[src/rtl/wb_port_arbiter.sv]
// Purpose : arbitrates the single RegFile write port between source A (ALU/CSR) and source B (load/mul/div).
// Latency : 1 cycle from granted request to wb_en/rd_index/wb_data; busy-bit set/clear visible after the next edge.
// Backpress: A is never stalled; B is stalled by b_ready=0 and must hold its request; A is throttled via a_hold.
//
// Ports:
//   clk, rst_n                    clock and synchronous active-low reset
//   a_valid, a_rd, a_data         source A writeback request (always wins)
//   a_hold                        asks upstream to withhold A this cycle so B can drain
//   b_valid, b_ready, b_rd, b_data source B writeback request with handshake
//   sb_set, sb_set_rd             decode marks a register as owed by B
//   q_rs1/q_rs2/q_rd -> *_busy    hazard queries against the busy-bit scoreboard
//   wb_en, rd_index, wb_data      registered RegFile write port
module wb_port_arbiter #(
  parameter int XLEN       = 32,
  parameter int NREG       = 32,
  parameter int STARVE_MAX = 4    // legal range 1..15 (4-bit counter)
) (
  input  logic                                  clk,
  input  logic                                  rst_n,
  input  logic                                  a_valid,
  input  logic [((NREG > 1) ? $clog2(NREG) : 1)-1:0] a_rd,
  input  logic [XLEN-1:0]                       a_data,
  output logic                                  a_hold,
  input  logic                                  b_valid,
  output logic                                  b_ready,
  input  logic [((NREG > 1) ? $clog2(NREG) : 1)-1:0] b_rd,
  input  logic [XLEN-1:0]                       b_data,
  input  logic                                  sb_set,
  input  logic [((NREG > 1) ? $clog2(NREG) : 1)-1:0] sb_set_rd,
  input  logic [((NREG > 1) ? $clog2(NREG) : 1)-1:0] q_rs1,
  input  logic [((NREG > 1) ? $clog2(NREG) : 1)-1:0] q_rs2,
  input  logic [((NREG > 1) ? $clog2(NREG) : 1)-1:0] q_rd,
  output logic                                  rs1_busy,
  output logic                                  rs2_busy,
  output logic                                  rd_busy,
  output logic                                  wb_en,
  output logic [((NREG > 1) ? $clog2(NREG) : 1)-1:0] rd_index,
  output logic [XLEN-1:0]                       wb_data
);

  localparam int IW = (NREG > 1) ? $clog2(NREG) : 1;

  typedef struct packed {
    logic [IW-1:0]   rd;
    logic [XLEN-1:0] data;
  } wb_req_t;

  wb_req_t         gnt_req;
  logic            gnt_vld;
  logic            b_gnt;
  logic [3:0]      starve_cnt;
  logic [NREG-1:0] busy_q;
  logic [NREG-1:0] busy_d;

  // Fixed priority: A wins whenever it is valid, even under a_hold.
  always_comb begin
    b_gnt        = b_valid && !a_valid;
    gnt_vld      = a_valid || b_valid;
    gnt_req.rd   = a_valid ? a_rd   : b_rd;
    gnt_req.data = a_valid ? a_data : b_data;
  end

  assign b_ready = b_gnt;
  assign a_hold  = (starve_cnt == 4'(STARVE_MAX));

  // Busy-bit next state: clear on B grant, then set so a same-cycle
  // set of the same register wins. x0 is never owed.
  always_comb begin
    busy_d = busy_q;
    for (int r = 1; r < NREG; r++) begin
      if (b_gnt && (b_rd == IW'(r)))
        busy_d[r] = 1'b0;
      if (sb_set && (sb_set_rd == IW'(r)))
        busy_d[r] = 1'b1;
    end
    busy_d[0] = 1'b0;
  end

  assign rs1_busy = busy_q[q_rs1];
  assign rs2_busy = busy_q[q_rs2];
  assign rd_busy  = busy_q[q_rd];

  always_ff @(posedge clk) begin
    if (!rst_n) begin
      wb_en      <= 1'b0;
      rd_index   <= '0;
      wb_data    <= '0;
      starve_cnt <= 4'd0;
      busy_q     <= '0;
    end else begin
      // x0 requests are consumed without a write, but index/data still load.
      wb_en <= gnt_vld && (gnt_req.rd != '0);
      if (gnt_vld) begin
        rd_index <= gnt_req.rd;
        wb_data  <= gnt_req.data;
      end

      // B blocked implies A valid, so only a blocked B advances the counter.
      if (!b_valid || b_gnt)
        starve_cnt <= 4'd0;
      else if (starve_cnt != 4'(STARVE_MAX))
        starve_cnt <= starve_cnt + 4'd1;

      busy_q <= busy_d;
    end
  end

endmodule

[config.mk]
export PLATFORM = sky130hd
export DESIGN_NAME = wb_port_arbiter
export DESIGN_NICKNAME = d
export VERILOG_FILES = /design/src/rtl/wb_port_arbiter.sv
export SDC_FILE = /design/constraint.sdc
export NUM_CORES = 1
export LEC_CHECK = 0
export ABC_AREA = 1
export CAP_MARGIN = 40
export CORE_MARGIN = 2
export CORE_UTILIZATION = 50
export CTS_CLUSTER_SIZE = 25
export DETAILED_ROUTE_END_ITERATION = 12
export PLACE_DENSITY = 0.86
export SETUP_SLACK_MARGIN = 0.05
export SYNTH_ARGS = -nofsm -noshare
export SYNTH_HDL_FRONTEND = slang
export SYNTH_SLANG_ARGS = --single-unit
export TNS_END_PERCENT = 10
[constraint.sdc]
create_clock -name clk -period 4.5 [get_ports clk]
set_clock_uncertainty 0.2 [all_clocks]
set_input_delay 0.9 -clock clk [delete_from_list [all_inputs] [get_ports clk]]
set_output_delay 0.9 -clock clk [all_outputs]
set_load 0.02 [all_outputs]
==> flow_summary.toml <==
[outcome]
status = "finished, final reports clean"

[routing]
drt_first_pass_iters = 5
avgViaCountPerCell = 5.33
post_drt_wl_per_cell_um = 15.3
ant_nets = 0
vias = 5174
drc = 0
drt_wl_total_um = 14800
drt_iter0_markers = 468

[cts]
postCtsSetupRepairBufs = 0
cts-buffers-inserted = 9
clk_pin_slew_worst_paths_ps = 80
cts_tree = "built"
hold_buffers = 0
cts.sinks = 73
cts-root-buf = "clkbuf_8"
cts_buffer_depth = 2
htreeDepth = 3
clk_latency_ps = 350
cts_resized = 0

[grt]
grt_max_degree = 39
antenna_found_initial = 0
track_usage_pct = 31.2
grt_pass1_vias = 5102
grt_first_pass_wirelength_um = 24000
overflow = 0

[power_and_ir_drop]
pwr_density_cell_nw_per_um2 = 276
clkPwrFrac_pct = 36.0
p_switching_mw = 0.479
swShare_pct = 29.2
power_leakage_nw = 2.70
power_frac_seq_pct = 42.0
p_comb_share_pct = 22.0
p_int_mw = 1.16
vdd_drop_max_uv = 196

[logic_synthesis]
synth-adder-area-share_pct = 0.578
yosys_warnings = 0
synth.area.mux_share_pct = 0
synth_top_family_by_area = "simple AND/OR/NAND/NOR gates"
yosys.area_share.xor_xnor_pct = 0.202
syn_nets = 835
synthesis.instances = 734
synth-compound-area-share_pct = 9.60
yosys.area_share.simple_pct = 44.4
avgSynthCellArea_um2 = 5.89
synth-seq-cells = 73
syn_area_um2 = 4330
seq_area_frac_synth_pct = 33.8
yosysUniqueCellTypes = 25

[flow_run]
drv_cap = 0

[sta]
worst_pin_slew_ps = 765
slew_headroom_pct = 48.9
fin_crit_ps = 4000
setup_viol = 0
final_max_slew_viol_count = 0
timing.final.crit_share_pct = 88.8
fmax_mhz = 250
rsz0062_at_grt = "no"
hold_violations = 0
finalSetupTns_ps = 0

[worst_setup_path]
critPathArrivalTime_ps = 2900
cp-start-kind = "input port"
reg2reg_depth = 5
crit_fanout = 9
critPathRequiredTime_ps = 3400
r2r-end = "starve_cnt[1]"
r2r_slack_ps = 3070
worstSetupEndpointType = "output port"
rr_startpoint = "starve_cnt[0]"
crit_type = "in2out"

[floorplanning]
start_util_pct = 52.1
ios = 142
die_w_um = 97.0
rows = 33
die_h_um = 97.0
dieArea_um2 = 9410
core_um2 = 8300

[finish]
areaGrowthSynthToFinish_pct = 37.9
drive_gt1_share_pct = 4.16
finalNonFillerCells = 970
layout.nets = 961
antenna_cells = 0
num-fill-cells = 694

[hold_path]
hold_class = "reg2reg"
min-delay-start = "busy_q[5]"
whs_endpoint = "busy_q[5]"
hold_depth = 2

[place]
dpl.cell_count = 954
place_congestion = 0.997
dp_hpwl_um = 11000
port_buffers = 141
## routing by layer
| layer | GRT usage (%) | vias to the layer above | wire (µm) |
|---|---|---|---|
| met4 | 13.7 | 0 | 523 |
| met1 | 38.2 | 2320 | 5930 |
| met5 | 0 | - | 0 |
| met2 | 50.3 | 261 | 6740 |
| li1 | - | 2553 | - |
| met3 | 10.0 | 40 | 1600 |
## cell usage in the layout, fill, tap and decap left out, drive strengths merged, types with 4 or more instances in the layout
master	synthesis	final
a21oi	38	38
a22oi	18	18
buf	25	8
clkbuf	9	9
clkdlybuf4s50	0	141
clkinv	1	4
dfxtp	73	73
inv	78	80
nand2	331	331
nand3	95	95
nor2	41	41
o21ai	15	15
## synthesized netlist by cell type
cell	instances	area, µm²
a211oi_1	1	7.51
a21oi_1	38	190
a22oi_1	18	135
buf_2	13	65.1
buf_4	10	75.1
buf_6	2	22.5
clkbuf_1	9	33.8
clkinv_1	1	3.75
dfxtp_1	73	1460
ha_1	2	25.0
inv_1	71	267
inv_2	7	26.3
nand2_1	330	1240
nand2_4	1	11.3
nand3_1	95	475
nand4_1	1	6.26
nor2_1	40	150
nor2_4	1	11.3
nor3_1	1	5.00
nor4_2	1	12.5
o21ai_0	14	70.1
o21ai_1	1	5.00
o31ai_1	1	7.51
or2_2	2	12.5
xnor2_1	1	8.76
## flip-flops by register name, indices dropped and copies added, names as in the netlist
register / flops
wb_data: 32
busy_q: 31
rd_index: 5
starve_cnt: 4
wb_en: 1
## cell type report
class                      count  area [µm²]  share of cell area, %
sequential                    73        1460                   24.5
tap                          105         131                   2.20
multi-input combinational    548        2370                   39.8
clock buffer                   9         124                   2.08
clock inverter                 7         103                   1.72
timing repair buffer         149        1480                   24.8
inverter                      79         297                   4.97
## per-stage QoR
stage	hold WS (ps)	setup WS [ps]	area, µm²	total power [mW]	util (%)
3_5_place_dp	258	531	5740	1.06	69.2
3_3_place_gp	249	543	5720	1.05	68.9
6_report	280	504	5970	1.64	71.9
2_1_floorplan	239	1640	4330	0.885	-
5_1_grt	291	338	5970	1.71	71.9
4_1_cts	275	528	5970	1.64	71.9
## how the worst max path moves through the flow
stage	end	depth (start not counted)	slack, ps	from
5_1_grt	rs2_busy	10	340	q_rs2[1]
4_1_cts	rd_busy	10	530	q_rd[1]
2_1_floorplan	rd_busy	11	1640	q_rd[0]
3_5_place_dp	rd_busy	10	530	q_rd[1]
6_report	rd_busy	10	500	q_rd[1]
3_3_place_gp	rd_busy	10	540	q_rd[1]
## cell families (layout without fill, tap and decap cells)
| family | count (synthesis) | in the layout |
|---|---|---|
| simple gates | 472 | 472 |
| buf+inv | 113 | 244 |
| compound gates | 73 | 73 |
| flops | 73 | 73 |
| fa+ha+maj | 2 | 2 |
| xor+xnor | 1 | 1 |
## power groups by stage
stage	combinational (mW)	sequential, mW	clock (mW)
finish	0.361	0.691	0.592
global route	0.396	0.694	0.619
CTS	0.360	0.691	0.593
detailed placement	0.358	0.705	0
global placement	0.350	0.705	0
floorplan	0.155	0.730	0
## critical path: stages
cell and delay (ps):
clkdlybuf4s50_1 660, inv_1 230, nand3_1 150, nand3_1 90
nand2_1 80, nand2_1 50, nand2_1 50, nand2_1 40
nand2_1 50, clkdlybuf4s50_1 590
Power figures use the tool's default switching activity.
